===== config.mk =====
export PLATFORM = sky130hd
export DESIGN_NAME = fifo_sync_ctrl
export DESIGN_NICKNAME = d
export VERILOG_FILES = /design/src/rtl/fifo_sync_ctrl.sv
export SDC_FILE = /design/constraint.sdc
export NUM_CORES = 1
export LEC_CHECK = 0
export ABC_AREA = 1
export CAP_MARGIN = 25
export CORE_UTILIZATION = 25
export CTS_CLUSTER_SIZE = 30
export DETAILED_ROUTE_END_ITERATION = 16
export PLACE_DENSITY_LB_ADDON = 0.3
export SYNTH_ARGS = -nofsm -noshare
export SYNTH_HDL_FRONTEND = slang
export SYNTH_SLANG_ARGS = --single-unit

===== constraint.sdc =====
create_clock -name clk -period 2.4 [get_ports clk]
set_input_delay 0.36 -clock clk [delete_from_list [all_inputs] [get_ports clk]]
set_output_delay 0.36 -clock clk [all_outputs]
set_load 0.05 [all_outputs]

===== src/rtl/fifo_sync_ctrl.sv =====
// -----------------------------------------------------------------------------
// fifo_sync_ctrl
// Single-clock FIFO with exact occupancy, runtime almost-full/almost-empty
// thresholds, flush, sticky overflow/underflow flags and a choice of read mode.
//
// Parameters
//   ADDR_WIDTH : log2 of depth (DEPTH = 2**ADDR_WIDTH storage words)
//   DATA_WIDTH : data word width
//   FWFT       : 1 = show-ahead (q valid while !rd_empty)
//                0 = registered read (q/rd_valid one cycle after accepted rd_req)
//
// Ports
//   clk, rst          : clock, synchronous active-high reset
//   flush             : clears pointers, count and read-valid; storage untouched
//   wr_req, data      : write request and write data
//   wr_full           : fifo_num == DEPTH
//   wr_almost_full    : fifo_num >= af_thresh
//   rd_req, q         : read request (pop) and read data
//   rd_valid          : q holds valid data
//   rd_empty          : fifo_num == 0
//   rd_almost_empty   : fifo_num <= ae_thresh
//   fifo_num          : occupancy 0..DEPTH
//   af_thresh/ae_thresh : runtime thresholds
//   overflow/underflow  : sticky error flags, cleared by err_clr
// -----------------------------------------------------------------------------
module fifo_sync_ctrl #(
  parameter int ADDR_WIDTH = 4,
  parameter int DATA_WIDTH = 8,
  parameter int FWFT       = 1
) (
  input  logic                  clk,
  input  logic                  rst,
  input  logic                  flush,
  input  logic                  wr_req,
  input  logic [DATA_WIDTH-1:0] data,
  output logic                  wr_full,
  output logic                  wr_almost_full,
  input  logic                  rd_req,
  output logic [DATA_WIDTH-1:0] q,
  output logic                  rd_valid,
  output logic                  rd_empty,
  output logic                  rd_almost_empty,
  output logic [ADDR_WIDTH:0]   fifo_num,
  input  logic [ADDR_WIDTH:0]   af_thresh,
  input  logic [ADDR_WIDTH:0]   ae_thresh,
  output logic                  overflow,
  output logic                  underflow,
  input  logic                  err_clr
);

  localparam int                DEPTH     = 2 ** ADDR_WIDTH;
  localparam int                CW        = ADDR_WIDTH + 1;
  localparam logic [CW-1:0]     DEPTH_CNT = CW'(DEPTH);

  logic [DATA_WIDTH-1:0] mem [DEPTH];
  logic [ADDR_WIDTH-1:0] wr_addr;
  logic [ADDR_WIDTH-1:0] rd_addr;
  logic [CW-1:0]         num_next;
  logic                  wr_acc;
  logic                  rd_acc;
  logic                  ovf_evt;
  logic                  unf_evt;

  // Status flags decode the registered count only, so they move one cycle
  // after the edge that changed the occupancy.
  assign wr_full         = (fifo_num == DEPTH_CNT);
  assign rd_empty        = (fifo_num == '0);
  assign wr_almost_full  = (fifo_num >= af_thresh);
  assign rd_almost_empty = (fifo_num <= ae_thresh);

  // Reset and flush both override requests; a flushed request is not an error.
  assign wr_acc  = wr_req & ~wr_full  & ~flush & ~rst;
  assign rd_acc  = rd_req & ~rd_empty & ~flush & ~rst;
  assign ovf_evt = wr_req &  wr_full  & ~flush & ~rst;
  assign unf_evt = rd_req &  rd_empty & ~flush & ~rst;

  // NOTE: the storage array is deliberately left out of reset; fifo_num and the
  // pointers define which words are meaningful, and a resettable array would
  // stop the memory from mapping onto RAM.
  always_ff @(posedge clk) begin
    if (wr_acc) mem[wr_addr] <= data;
  end

  always_comb begin
    // NOTE: default first so every path assigns num_next and no latch is inferred.
    num_next = fifo_num;
    unique case ({wr_acc, rd_acc})
      2'b10:   num_next = fifo_num + CW'(1);
      2'b01:   num_next = fifo_num - CW'(1);
      default: num_next = fifo_num;  // idle, or read+write leaves count unchanged
    endcase
  end

  // NOTE: sequential state uses non-blocking assignments so every register
  // samples the pre-edge values regardless of statement order.
  always_ff @(posedge clk) begin
    if (rst || flush) begin
      wr_addr  <= '0;
      rd_addr  <= '0;
      fifo_num <= '0;
    end else begin
      if (wr_acc) wr_addr <= wr_addr + 1'b1;  // natural wrap at DEPTH-1
      if (rd_acc) rd_addr <= rd_addr + 1'b1;
      fifo_num <= num_next;
    end
  end

  // A new error event in the same cycle as err_clr keeps the flag set.
  always_ff @(posedge clk) begin
    if (rst) begin
      overflow  <= 1'b0;
      underflow <= 1'b0;
    end else begin
      overflow  <= ovf_evt | (overflow  & ~err_clr);
      underflow <= unf_evt | (underflow & ~err_clr);
    end
  end

  generate
    if (FWFT != 0) begin : g_fwft
      // Head word is always presented; a read is a pop of the visible word.
      // Same-address read/write only happens when empty, where the read is
      // rejected, so no write-to-read bypass is needed.
      assign q        = mem[rd_addr];
      assign rd_valid = ~rd_empty;
    end else begin : g_reg
      logic [DATA_WIDTH-1:0] q_r;
      logic                  valid_r;

      // q keeps its last value when no read is accepted; only the strobe drops.
      always_ff @(posedge clk) begin
        if (rst) begin
          q_r     <= '0;
          valid_r <= 1'b0;
        end else if (flush) begin
          valid_r <= 1'b0;
        end else if (rd_acc) begin
          q_r     <= mem[rd_addr];
          valid_r <= 1'b1;
        end else begin
          valid_r <= 1'b0;
        end
      end

      assign q        = q_r;
      assign rd_valid = valid_r;
    end
  endgenerate

endmodule


# After elaboration in Yosys (flattened, before gate mapping)
# Memories as Yosys holds them, arrays and structs flattened. A register that Yosys moved wholly into a read port is not among the register bits.
# Cells that the tools add are included.
[word_totals]
in_bits = 24
memories = 1
out_inout_bits = 20
ram_bits = 128
ff_bits = 15
[mem_list]
columns = ["name", "depth", "width", "rd", "rd_clocked_by_memory_dff", "wr", "line_no", "rtl"]
rows = [
  ["mem", 16, 8, 1, 1, 1, "55", "logic [DATA_WIDTH-1:0] mem [DEPTH];"],
]
[op_classes]
muxes = 5
order_cmp = 2
n_reduce_logical = 3
bitwise = 21
addsub = 4
n_eq_ne = 3
[op_table]
columns = ["operator", "count"]
rows = [
  ["bitwise AND 1 bit", 14],
  ["one-hot mux 5 bit (2 select lines)", 1],
  ["adder 4 x 1 -> 4 bit, second input constant", 2],
  ["2-to-1 mux 4 bit", 2],
  ["adder 5 x 1 -> 5 bit, second input constant", 1],
  ["== test 5 bit, second input constant", 1],
  ["greater-or-equal comparator 5 bit", 1],
  ["less-or-equal comparator 5 bit", 1],
  ["zero test 5 bit", 1],
  ["NOT 1 bit", 5],
  ["subtractor 5 x 1 -> 5 bit, second input constant", 1],
  ["== test 2 x 1 -> 1 bit, second input constant", 1],
  ["== test 2 bit, second input constant", 1],
  ["2-to-1 mux 1 bit", 2],
  ["OR 1 bit", 2],
  ["nonzero test 2 bit", 1],
  ["logical OR 1 bit", 1],
]

# Longest topological paths before layout
# Gate-level depths: netlist of the first run.
[depth]
depth_word = 7
ltp_mapped = 16
ltp_nobuf = 16

# Worst setup path before layout of the first run
# OpenSTA, ideal clock, no wires.
[synth_timing]
kind = "reg-to-output"
from = "register fifo_num[0]"
to = "output port wr_almost_full"
arrival_ns = 2.192
stages_incl_launch_ff = 9
slack_ns = -0.152
cell_sequence = "dfxtp_1 inv_1 ha_1 inv_1 nand2_1 a21oi_1 o21bai_1 a21oi_1 o21bai_1"
[synth_via]
elab_chain_cells = 1
[synth_rtl]
columns = ["item", "line_no", "rtl"]
rows = [
  ["start, declared", "43", "output logic [ADDR_WIDTH:0] fifo_num,"],
  ["start signal, assigned", "104", "fifo_num <= num_next;"],
  ["greater-or-equal comparator 5 bit", "68", "assign wr_almost_full = (fifo_num >= af_thresh);"],
  ["end, declared", "37", "output logic wr_almost_full,"],
]
# No other way between the ends.

==> flow_summary.toml, run 1 <==
[yosys]
syn-instance-count = 532
synth_edf_count = 128
ys_types = 31
ys_seq_area_frac = 0.658
synth_ff_type = "edfxtp_1"
yosys_warnings = 0
syn_nets = 574
syn_area_mm2 = 0.00642
netlist.area_leader.share = 0.598
synthArstFlopShare = 0
yosys-top-cells-area = "edfxtp_1, dfxtp_1, mux2i_1, inv_1, o211ai_1"
synth_area_per_cell_um2 = 12.1
synth_seq_cells = 147
synth_top_cell_by_area = "edfxtp_1"

[timing]
hold_ws_ns = 0.493
maxSlewViolCount = 0
setup_viol = 0
finalCritPeriodShare = 0.956
min_period_ns = 2.29
clock.fmax_ghz = 0.436
hold_viol_final = 0
slew_headroom = 0.534
fin_worst_skew_ns = 0.00968
tightest_slew_ns = 0.697

[routing]
post_drt_wl_per_cell_um = 15.6
final_antenna_net_count = 0
via_per_inst = 4.41
dr.first_iter.drc_count = 274
first_pass_iters = 4
remaining_drc_errors = 0
dr_total_vias = 4218
wirelength_um = 15000

[layout]
final_nets = 655
fin_area_mm2 = 0.00833
instances_no_fill = 956
nFillCells = 2468
final_common_cell = "edfxtp_1"
most-common-layout-cells = "edfxtp_1, inv_1, a21oi_1"
drive_above_1_share = 0.182
diodes = 0
area_growth_syn_to_layout_pct = 29.7
post-route-util = 0.331

[critical_path]
rrSetupSlack_ns = 0.37
worstPathRequired_ns = 2.04
crit_fanout = 18
start_kind = "register"
arrival_ns = 1.93
cp-end-kind = "output pin"
critical_path_class = "register to output pin"

[power_and_ir_drop]
switchingPower_mw = 1.40
powerDensity_mw_per_mm2 = 687
sw_frac_of_total = 0.245
ir_worst_vdd_mv = 0.512
p_clk_frac = 0.460
p_int_mw = 4.32
pwr-share-comb = 0.053
p_leak_nw = 3.04
seqPwrFrac = 0.487

[placement]
dp_cells = 914
routabilityCongestion = 0.767
dpl_cell_area_mm2 = 0.00754
port_buffers = 43
dp_hpwl_um = 9540

[global_routing]
grt_pass1_vias = 4147
grt_pass1_wl_um = 22600
grt_overflow = 0
grt_antenna_before_repair = 0
grt_max_degree = 56
grt_usage = 0.115

[cts]
clkTransAtPathRegs_ns = 0.06
cts_tree = "built"
clock_path_buffers = 2
cts_made_buffers = 17
cts.sinks = 147
root_buffer = "clkbuf_16"
clock_latency_ns = 0.42
cts.htree.levels = 4

[floorplanning]
ioPinCount = 44
die_x_um = 162
rows = 58
die_h_um = 162
coreArea_mm2 = 0.0252
initial_utilization = 0.255
dieArea_mm2 = 0.0263

[run]
cap_violations = 0

[hold_path]
hp-class = "register to register"

[outcome]
status = "finished, final reports clean"
power by group through the flow:
stage,Sequential (mW),Clock (mW),Combinational (mW)
floorplan,2.85,0,0.133
global placement,2.85,0,0.283
detailed placement,2.85,0,0.290
CTS,2.79,2.69,0.292
global route,2.79,2.79,0.329
finish,2.79,2.63,0.301
per-layer routing:
layer  track usage  share of wire  vias to the layer above
met2         0.192           0.49                       95
met4        0.0330          0.010                        0
met3        0.0324          0.049                       12
met1         0.143           0.45                     2064
met5             0              0                        -
li1              -              -                     2047
what timing repair did:
item                                    in CTS  in global routing
endpoints found under the setup margin       3                 10
hold buffers                                 0                  0
cloned                                       0                  4
pin swaps                                    0                  4
buffers inserted                             4                  2
resized for setup                            4                 16
final cells by class:
type | instances | area (um^2) | share of cell area
repair buffers | 84 | 947 | 0.114
well taps | 330 | 413 | 0.0496
multi-input cells | 281 | 1810 | 0.218
inverters | 82 | 318 | 0.0382
clock inverters | 15 | 179 | 0.0215
flip-flops and latches | 147 | 4230 | 0.508
clock buffers | 17 | 425 | 0.0511
synthesized netlist by cell type, types with 2 or more instances:
master	number
a21oi_1	44
a21oi_2	2
a22oi_1	2
buf_2	6
buf_4	2
clkbuf_1	13
dfxtp_1	19
edfxtp_1	128
ha_1	18
inv_1	77
inv_2	3
mux2i_1	32
nand2_1	36
nand2_2	4
nand2_4	2
nand3_1	16
nand3_2	3
nand4_1	2
nor2_1	29
nor2_2	4
o211ai_1	32
o21ai_0	32
o21ai_1	13
o21bai_1	3
xor2_1	4
critical path: stages (launching register included):
cell	delay [ns]
dfxtp_4	0.39
buf_8	0.16
clkbuf_16	0.18
o21ai_2	0.12
o21ai_1	0.09
o211ai_1	0.21
nand2_1	0.16
buf_12	0.18
path summary, 6_finish.rpt:
check / from / endpoint / depth (start not counted)
max: register / q[0] / 7
min: rd_addr[2] / rd_addr[2] / 2
max reg2reg: fifo_num[1] / fifo_num[4] / 14
min reg2reg: rd_addr[2] / rd_addr[2] / 2
stage by stage:
step                total power, mW  setup TNS, ns  setup WS, ns
floorplan                      2.99              0       0.00660
global placement               3.13              0        0.0730
detailed placement             3.14        -0.0664       -0.0474
CTS                            5.77              0       0.00155
global route                   5.91        -0.0175       -0.0175
finish                         5.72              0         0.106
registers in the layout, summed over array words and instances (netlist names), named ones only:
register   cells
rd_addr        4
wr_addr        4
overflow       1
underflow      1
mem          128
fifo_num       5
cell families after synthesis:
group	count (synthesis)	share of synthesized area
DFF	147	0.658
xor gates and xnor gates	5	0.00682
AOI/OAI and AO/OA	130	0.117
and+or+nand+nor	96	0.0684
buffers and inverters	104	0.0647
muxes	32	0.0499
adders and majority gates	18	0.0351
Note: power is estimated with default switching activity, not from simulation.
==> run 2: changes to the inputs <==
Settings changed: ABC_AREA 1 to 0, CORE_MARGIN from default to 3.
==> run 2 against run 1 <==
  * The flow now finishes with violations (negative setup slack)
  * Die area is 0.85% higher
  * Global-route usage fell by 0.86 points
  * Sequential share of layout area up 1.2 points
  * Worst setup slack worse by 0.31 ns
  * Critical endpoint unchanged
  * Largest cell class unchanged
  * Largest power group unchanged
  * Highest routed layer unchanged
==> flow_summary.toml, run 2 <==
[cts]
cts_tree = "built"
clkTransAtPathRegs_ns = 0.07
clock_latency_ns = 0.42
cts.sinks = 147
cts.htree.levels = 4
cts_made_buffers = 17
clock_path_buffers = 2
root_buffer = "clkbuf_16"
hold_buffers = 0

[timing]
layout_setup_ws_ns = -0.208
rsz0062_at_grt = "yes"
hold_viol_final = 0
slew_headroom = 0.598
tightest_slew_ns = 0.601
maxSlewViolCount = 0
fin_worst_skew_ns = 0.0131
finalCritPeriodShare = 1.09
clock.fmax_ghz = 0.383
min_period_ns = 2.61
setup_viol = 11

[layout]
drive_above_1_share = 0.367
final_nets = 484
fin_area_mm2 = 0.00814
final_common_cell = "edfxtp_1"
diodes = 0
largestRegisters = "mem x128, fifo_num x5"
largest_register_ffs = 128
multi_input_comb_area_mm2 = 0.00187
max_flop_register = "mem"
nFillCells = 2311
area_growth_syn_to_layout_pct = 32.2
seq_area_mm2 = 0.00424
most-common-layout-cells = "edfxtp_1, buf_4, mux4_2"

[yosys]
synth_top_cell_by_area = "edfxtp_1"
syn_area_mm2 = 0.00616
synth_common_cells = "edfxtp_1, mux4_2, nor2_1"
synth_area_per_cell_um2 = 18.1
syn-instance-count = 341
syn_nets = 383
netlist.area_leader.share = 0.624
synthArstFlopShare = 0
yosys_warnings = 0
synth_edf_count = 128
ys_types = 40
ys_seq_area_frac = 0.686
synth_seq_cells = 147
synth_ff_type = "edfxtp_1"
yosys-top-cells-area = "edfxtp_1, mux4_2, dfxtp_1, ha_1, nor2_1"
post-synth-top-count-cell = "edfxtp_1"

[global_routing]
grt_pass1_wl_um = 21000
grt_usage = 0.106
grt_pass1_vias = 3608
grt_max_degree = 33
grt_antenna_before_repair = 0
grt_overflow = 0

[floorplanning]
dieArea_mm2 = 0.0266
initial_utilization = 0.259
coreArea_mm2 = 0.0238
die_h_um = 163
ioPinCount = 44
die_x_um = 163
rows = 56

[hold_path]
hp-class = "input pin to register"
hp-start = "rst"

[power_and_ir_drop]
ir_worst_vdd_mv = 0.426
powerDensity_mw_per_mm2 = 685
p_leak_nw = 2.78
p_total_mw = 5.57

[placement]
port_buffers = 43
routabilityCongestion = 0.763
dp_hpwl_um = 9080
dpl_cell_area_mm2 = 0.00727
dp_slack_ns = -0.731

[critical_path]
cpMostUsedCell = "mux4_2"
cp-end-kind = "output pin"
start_kind = "register"
cp_cell_sequence = "buf_12 -> mux4_2 -> mux4_2 -> buf_6"
rr_startpoint = "fifo_num[1]"
cp_slowest_cell = "mux4_2"
critical_path_class = "register to output pin"
cpPeakStageDelay_ns = 0.54
crit_fanout = 10
worstPathRequired_ns = 2.04
arrival_ns = 2.25

[routing]
final_antenna_net_count = 0
remaining_drc_errors = 0
first_pass_iters = 4
post_drt_wl_per_cell_um = 17.4
via_per_inst = 4.27
dr.first_iter.drc_count = 221
wirelength_um = 13400
dr_total_vias = 3303

[run]
cap_violations = 0

[outcome]
violations = "negative setup slack"
status = "finished with violations"
run 2: cell types whose count changed after synthesis, moves of 31 or more:
cell,change
inv_1,-63
mux4_2,+40
a21oi_1,-35
o211ai_1,-32
o21ai_0,-32
mux2i_1,-31
run 2: what timing repair did:
item                       CTS  global route
buffers inserted             5             6
pin swaps                    7             8
setup endpoints to repair   12            11
resized for setup           28             7
cloned                       3             0
run 2: power by group:
group / internal [mW] / switching [mW]
Clock: 1.39 / 1.18
Sequential: 2.78 / 0.00435
Combinational: 0.102 / 0.120
Total: 4.27 / 1.30
run 2: critical path: cells and delay by family, from the launching register on:
kind	cells	cell delay, ns
buf+inv	2	0.35
flops	1	0.41
mux	2	1.05
run 2: cell families (layout without fill, tap and decap cells):
family,Yosys count,count (layout),synth area share
AO/OA/AOI/OAI,28,28,0.0319
multiplexers,41,41,0.148
buffers and inverters,33,147,0.0272
AND/OR/NAND/NOR,63,63,0.0538
adder cells (fa/ha/maj),18,18,0.0366
flip-flops,147,147,0.686
XOR/XNOR,11,11,0.0169
run 2: worst paths after layout:
path,to,slack [ns],depth (start not counted)
hold reg to reg,overflow,0.48,2
setup reg to reg,fifo_num[4],-0.17,12
setup / recovery,q[0],-0.21,4
hold / removal,underflow,0.40,3
run 2: final cells by class:
class | count | area share
Timing Repair Buffer | 99 | 0.120
Tap cell | 319 | 0.0490
Clock inverter | 15 | 0.0200
Clock buffer | 17 | 0.0522
Sequential cell | 147 | 0.521
Multi-Input combinational cell | 161 | 0.230
Inverter | 16 | 0.00799
run 2: per-layer routing:
| metal | up-vias | routed length, um | global-route usage |
|---|---|---|---|
| li1 | 1533 | - | - |
| met1 | 1690 | 6230 | 0.142 |
| met2 | 76 | 6550 | 0.169 |
| met3 | 4 | 560 | 0.0315 |
| met4 | 0 | 108 | 0.0288 |
| met5 | - | 0 | 0 |
run 2: metrics by stage:
step	hold WS, ns	setup TNS, ns	instances	utilization
final	0.396	-1.74	774	0.342
after floorplan	0.429	-0.604	341	-
after detailed placement	0.470	-2.40	731	0.305
after CTS	0.384	-2.41	771	0.341
after global placement	0.461	-1.19	731	0.305
after global routing	0.410	-2.50	774	0.342
==> run 3: changes to the inputs <==
Settings changed: CTS_CLUSTER_SIZE 30 to 24, TNS_END_PERCENT from default to 100.
==> results of run 3 <==
Same layout as run 2: the final DEF is identical, and so are final timing and power.
